$ cat src/rtl/core_pkg.sv
// Shared core definitions: opcode constants, the EX/MEM pipeline register layout
// and a saturating-increment helper.
package core_pkg;

  localparam int XLEN = 32;
  localparam int REGW = 5;

  localparam logic [6:0] OP_RTYPE  = 7'b0110011;
  localparam logic [6:0] OP_ITYPE  = 7'b0010011;
  localparam logic [6:0] OP_BRANCH = 7'b1100011;
  localparam logic [6:0] OP_JAL    = 7'b1101111;
  localparam logic [6:0] OP_JALR   = 7'b1100111;
  localparam logic [6:0] OP_LOAD   = 7'b0000011;
  localparam logic [6:0] OP_STORE  = 7'b0100011;

  typedef struct packed {
    logic [XLEN-1:0] result;
    logic [XLEN-1:0] store_data;
    logic [REGW-1:0] rd;
    logic [2:0]      funct3;
    logic            reg_write;
    logic            mem_read;
    logic            mem_write;
    logic            misalign;
  } ex_mem_t;

  function automatic logic [31:0] sat_inc(input logic [31:0] v);
    return (v == 32'hFFFF_FFFF) ? v : v + 32'd1;
  endfunction

endpackage

$ cat src/rtl/branch_resolve.sv
// Combinational control-flow resolution for branches, JAL and JALR:
// decides taken, computes the target and flags a misaligned (bit 1 set) target.
module branch_resolve
  import core_pkg::*;
#(
  parameter int WIDTH = XLEN
) (
  input  logic [6:0]       opcode,
  input  logic             alu_flag,
  input  logic [WIDTH-1:0] pc,
  input  logic [WIDTH-1:0] imm,
  input  logic [WIDTH-1:0] alu_result,
  output logic             taken,
  output logic [WIDTH-1:0] target,
  output logic             misaligned
);

  // NOTE: every signal written here gets a default first, so no path can infer a latch.
  always_comb begin
    taken  = 1'b0;
    target = pc + imm;
    case (opcode)
      OP_BRANCH: taken = alu_flag;
      OP_JAL:    taken = 1'b1;
      OP_JALR: begin
        taken  = 1'b1;
        target = {alu_result[WIDTH-1:1], 1'b0};
      end
      default: ;
    endcase
  end

  // Only a target we would actually jump to can be misaligned.
  assign misaligned = taken && target[1];

endmodule

$ cat src/rtl/ex_mem_stage.sv
// EX/MEM pipeline register with one-cycle branch/jump redirect and wrong-path kill.
// Optional EX_MEM_BRANCH_STATS_EN adds saturating taken/not-taken branch counters.
module ex_mem_stage
  import core_pkg::*;
#(
  parameter int WIDTH      = XLEN,
  parameter int REG_ADDR_W = REGW
) (
  input  logic                  clk,
  input  logic                  reset,
  input  logic                  in_valid,
  output logic                  in_ready,
  input  logic [WIDTH-1:0]      alu_result,
  input  logic                  alu_flag,
  input  logic [6:0]            opcode,
  input  logic [2:0]            funct3,
  input  logic [WIDTH-1:0]      pc,
  input  logic [WIDTH-1:0]      imm,
  input  logic [WIDTH-1:0]      rs2_data,
  input  logic [REG_ADDR_W-1:0] rd,
  input  logic                  reg_write,
  input  logic                  mem_read,
  input  logic                  mem_write,
  input  logic                  flush,
  output logic                  out_valid,
  input  logic                  out_ready,
  output logic [WIDTH-1:0]      out_result,
  output logic [WIDTH-1:0]      out_store_data,
  output logic [REG_ADDR_W-1:0] out_rd,
  output logic [2:0]            out_funct3,
  output logic                  out_reg_write,
  output logic                  out_mem_read,
  output logic                  out_mem_write,
  output logic                  redirect_valid,
  output logic [WIDTH-1:0]      redirect_pc,
  output logic                  misalign
`ifdef EX_MEM_BRANCH_STATS_EN
  ,
  output logic [31:0]           stat_taken,
  output logic [31:0]           stat_not_taken
`endif
);

  logic             taken;
  logic             misaligned;
  logic [WIDTH-1:0] target;
  logic             is_branch;
  logic             is_jump;
  logic             capture;
  logic             do_redirect;
  ex_mem_t          d;
  ex_mem_t          q;

  branch_resolve #(.WIDTH(WIDTH)) u_branch_resolve (
    .opcode     (opcode),
    .alu_flag   (alu_flag),
    .pc         (pc),
    .imm        (imm),
    .alu_result (alu_result),
    .taken      (taken),
    .target     (target),
    .misaligned (misaligned)
  );

  assign is_branch   = (opcode == OP_BRANCH);
  assign is_jump     = (opcode == OP_JAL) || (opcode == OP_JALR);
  assign in_ready    = !out_valid || out_ready;
  // Anything arriving while a redirect is out is wrong-path: accepted, then dropped.
  assign capture     = in_valid && in_ready && !flush && !redirect_valid;
  assign do_redirect = capture && taken && !misaligned;

  always_comb begin
    d            = '0;
    d.result     = is_jump ? pc + WIDTH'(4) : alu_result;
    d.store_data = rs2_data;
    d.rd         = rd;
    d.funct3     = funct3;
    d.reg_write  = reg_write && !is_branch && !misaligned;
    d.mem_read   = mem_read && !is_branch;
    d.mem_write  = mem_write && !is_branch;
    d.misalign   = misaligned;
  end

  // NOTE: non-blocking assignments for all state; the payload register is reset too
  // because every output must read 0 straight out of reset.
  always_ff @(posedge clk) begin
    if (reset) begin
      q              <= '0;
      out_valid      <= 1'b0;
      redirect_valid <= 1'b0;
      redirect_pc    <= '0;
    end else begin
      if (capture) q <= d;
      if (flush)          out_valid <= 1'b0;
      else if (capture)   out_valid <= 1'b1;
      else if (out_ready) out_valid <= 1'b0;
      redirect_valid <= do_redirect;
      if (do_redirect) redirect_pc <= target;
    end
  end

  assign out_result     = q.result;
  assign out_store_data = q.store_data;
  assign out_rd         = q.rd;
  assign out_funct3     = q.funct3;
  assign out_reg_write  = q.reg_write;
  assign out_mem_read   = q.mem_read;
  assign out_mem_write  = q.mem_write;
  assign misalign       = q.misalign;

`ifdef EX_MEM_BRANCH_STATS_EN
  always_ff @(posedge clk) begin
    if (reset) begin
      stat_taken     <= '0;
      stat_not_taken <= '0;
    end else if (capture && is_branch) begin
      if (alu_flag) stat_taken     <= sat_inc(stat_taken);
      else          stat_not_taken <= sat_inc(stat_not_taken);
    end
  end
`endif

endmodule

$ cat config.mk
export PLATFORM = sky130hd
export DESIGN_NAME = ex_mem_stage
export DESIGN_NICKNAME = d
export VERILOG_FILES = /design/src/rtl/core_pkg.sv /design/src/rtl/branch_resolve.sv /design/src/rtl/ex_mem_stage.sv
export SDC_FILE = /design/constraint.sdc
export NUM_CORES = 1
export LEC_CHECK = 0
export CORE_MARGIN = 5
export CORE_UTILIZATION = 40
export CTS_CLUSTER_SIZE = 8
export DETAILED_ROUTE_END_ITERATION = 8
export GPL_TIMING_DRIVEN = 0
export PLACE_DENSITY = 0.88
export SLEW_MARGIN = 20
export SYNTH_ARGS = -nofsm -noshare
export SYNTH_HDL_FRONTEND = slang
export SYNTH_SLANG_ARGS = --single-unit
$ cat constraint.sdc
create_clock -name clk -period 2.7 [get_ports clk]
set_input_delay 0.405 -clock clk [delete_from_list [all_inputs] [get_ports clk]]
set_output_delay 0.405 -clock clk [all_outputs]
set_load 0.005 [all_outputs]
==> flow_metrics.py <==
metrics = {
    "routing": {
        "drtIter0Drc": 512,
        "wirelength_um": 26700,
        "ant_nets": 0,
        "drt_pass1_iterations": 8,
        "post-route-drc-count": 0,
        "wl_per_cell_um": 19.5,
        "vias_per_cell": 5.59,
        "dr_total_vias": 7636,
    },
    "final_layout": {
        "layout.area.seq_um2": 2200,
        "final_nets": 1332,
        "multi_input_area_um2": 4450,
        "num_antenna_cells": 0,
        "synthToLayoutAreaGrowth_pct": 58.6,
        "drive_gt1_share_pct": 9.64,
        "nFillCells": 1302,
    },
    "synthesis": {
        "ys_seq_elements": 110,
        "postSynthNetCount": 1044,
        "synthDistinctLibCells": 54,
        "synth_ff_type": "dfxtp_1",
        "synth_edf_count": 0,
        "yosys_warnings": 0,
        "ys_seq_area_share_pct": 34.3,
        "synthCells": 859,
        "synth_area_per_cell_um2": 7.48,
        "synth_area_um2": 6430,
        "synthArstFlopShare_pct": 0,
    },
    "grt": {
        "overflow": 0,
        "busiest_layer": "met2",
        "grt_pass1_vias": 7267,
        "use_met3_pct": 4.56,
        "grt_start_max_net_pins": 20,
        "grt_pass1_wl_um": 39000,
        "antenna_found_initial": 0,
        "grt.met2_usage_pct": 47.6,
        "grt_util_met1_pct": 32.2,
        "grt_usage_pct": 26.9,
    },
    "setup_path": {
        "crit_top_cell": "o21ai_2",
        "critPathLaunchType": "primary input",
        "slowest_stage": "a221o_1",
        "crit_fanout": 2,
        "crit_path_end_kind": "flop",
        "r2r-end": "out_result[28]",
        "path_class": "primary input to flop",
        "cp.required_ns": 2.93,
        "critPathMaxStageDelay_ns": 0.40,
        "path_cells": "buf_8, ha_4, fa_2, a21o_1, a221o_1, a311oi_4, o21ai_2, a41oi_2, o21ai_2, mux2i_2, a2111oi_2, or3_1",
        "reg2reg_depth": 7,
        "crit_arrival_ns": 3.22,
        "reg2reg_from": "out_valid",
        "r2r_slack_ns": 0.29,
    },
    "timing": {
        "fin_skew_ns": 0.00539,
        "rsz0062_at_grt": "yes",
        "worst_slack_ns": -0.286,
        "maxSlewViolCount": 0,
        "hold_violations": 0,
        "setup_viol": 6,
        "min_period_ns": 2.99,
        "fmax_ghz": 0.335,
        "relSlewSlack_pct": 29.2,
        "fin_hold_ws_ns": 0.420,
        "worst_pin_slew_ns": 1.04,
        "min_period_over_period_pct": 111,
    },
    "clock_network": {
        "clk_latency_ns": 0.35,
        "numCtsBuffers": 9,
        "clockBufferDepth": 2,
        "htree_levels": 3,
        "cts_tree": "yes",
        "path_clk_slew_ns": 0.07,
        "cts_root_buf": "clkbuf_16",
        "clock_sinks": 110,
    },
    "floorplanning": {
        "rows": 46,
        "coreArea_um2": 15800,
        "design.die.area_um2": 18700,
        "start_util_pct": 40.6,
        "dieWidth_um": 137,
        "die_h_um": 137,
        "pin_count": 263,
    },
    "job": {
        "drv_cap": 0,
    },
    "pwr": {
        "leakagePower_nw": 3.73,
        "ir_drop_uv": 319,
        "power.total_mw": 4.24,
        "powerDensity_nw_per_um2": 416,
    },
    "min_path": {
        "hp-start": "pc[0]",
        "min_path_cells": 3,
        "min_to": "out_result[0]",
        "min_path_type": "primary input to flop",
    },
    "placement": {
        "place_hpwl_um": 20700,
        "portBuffers": 262,
        "gp_congestion": 0.953,
    },
    "run_status": {
        "status": "finished, violations left",
        "violations": "negative setup slack",
    },
}
==> timing repair <==
action / 4_1_cts / 5_1_grt
buffers inserted: 7 / 13
pin swaps: 22 / 27
setup endpoints to repair: 52 / 47
hold buffers: 0 / 0
resized for setup: 84 / 42
==> report_power, final <==
part	total [mW]	switching, mW	internal, mW	leakage, nW
clock	1.30	0.658	0.642	0.132
sequential	1.71	0.0295	1.68	0.895
combinational	1.24	0.609	0.628	2.70
total	4.24	1.30	2.95	3.73
==> sequential cells by signal, indices dropped and copies added (netlist names) <==
register	flops
out_result	32
out_store_data	32
redirect_pc	32
out_rd	5
out_funct3	3
misalign	1
out_mem_read	1
out_mem_write	1
out_reg_write	1
out_valid	1
redirect_valid	1
==> logic make-up after synthesis <==
logic type	after synthesis	synth area share, %
muxes	6	0.954
adders and majority gates	33	6.54
DFF	110	34.3
and+or+nand+nor	350	23.5
AOI/OAI and AO/OA	243	23.6
buffers and inverters	62	3.62
xor gates and xnor gates	55	7.50
==> cell usage in the layout (no fill, tap or decap), types with 18 or more instances in the layout <==
master	instances
a211oi_1	38
a21oi_1	109
buf_4	18
clkbuf_1	35
clkdlybuf4s50_1	238
dfxtp_1	110
nand2_1	159
nand3_1	19
nor2_1	105
o21ai_0	20
xnor2_1	23
xor2_1	28
==> layout make-up <==
type / count / area share, %
multi-input cells: 687 / 43.6
repair buffers: 281 / 27.1
flip-flops and latches: 110 / 21.6
well taps: 216 / 2.65
clock buffers: 9 / 2.21
plain buffers: 49 / 1.96
clock inverters: 6 / 0.540
inverters: 9 / 0.331
==> synth_stat cells, drive strengths merged (5+ instances only) <==
cell	number	area (um2)
a211oi	39	293
a21o	13	97.6
a21oi	114	571
a221oi	6	52.6
a311oi	6	58.8
a31oi	8	50.1
and2	5	32.5
and3	14	90.1
clkbuf	50	188
dfxtp	110	2200
ha	32	400
inv	9	33.8
mux2i	5	50.1
nand2	160	601
nand3	19	95.1
nand4	7	43.8
nor2	106	398
nor2b	9	56.3
nor3	14	75.1
o211ai	10	75.1
o21ai	26	138
xnor2	25	219
xor2	30	263
==> critical path: cells and delay by family <==
family                     cells  cell delay (ns)
muxes                          1             0.26
buffers and inverters          1             0.10
adders and majority gates      2             0.53
and+or+nand+nor                1             0.39
AOI/OAI and AO/OA              7             1.52
==> how the worst max path moves through the flow <==
| stage | slack, ns | start | endpoint | depth (start not counted) |
|---|---|---|---|---|
| 5_1_grt | -0.36 | pc[0] | redirect_pc[28] | 12 |
| 3_3_place_gp | -1.03 | pc[0] | redirect_pc[28] | 12 |
| 4_1_cts | -0.19 | pc[0] | redirect_pc[28] | 12 |
| 3_5_place_dp | -1.11 | pc[0] | redirect_pc[28] | 12 |
| 6_report | -0.29 | pc[0] | redirect_pc[28] | 12 |
| 2_1_floorplan | -0.16 | pc[0] | redirect_pc[28] | 11 |
==> stage by stage <==
| stage | setup TNS, ns | instance area (um2) | utilization (%) | setup slack (ns) | std cells |
|---|---|---|---|---|---|
| 2_1_floorplan | -0.277 | 6440 | - | -0.164 | 859 |
| 3_3_place_gp | -33.66 | 9330 | 59.0 | -1.03 | 1337 |
| 3_5_place_dp | -35.79 | 9330 | 59.0 | -1.11 | 1337 |
| 4_1_cts | -0.256 | 9950 | 62.9 | -0.188 | 1357 |
| 5_1_grt | -1.47 | 10200 | 64.4 | -0.358 | 1367 |
| 6_report | -0.899 | 10200 | 64.4 | -0.286 | 1367 |
==> metal layers <==
metal  wire [um]  part of all wire (%)  vias up
li1            -                     -     3598
met1       10300                    39     3525
met2       12900                    48      437
met3        2420                   9.1       76
met4         979                   3.7        0
met5           0                     0        -
Power figures use the tool's default switching activity.
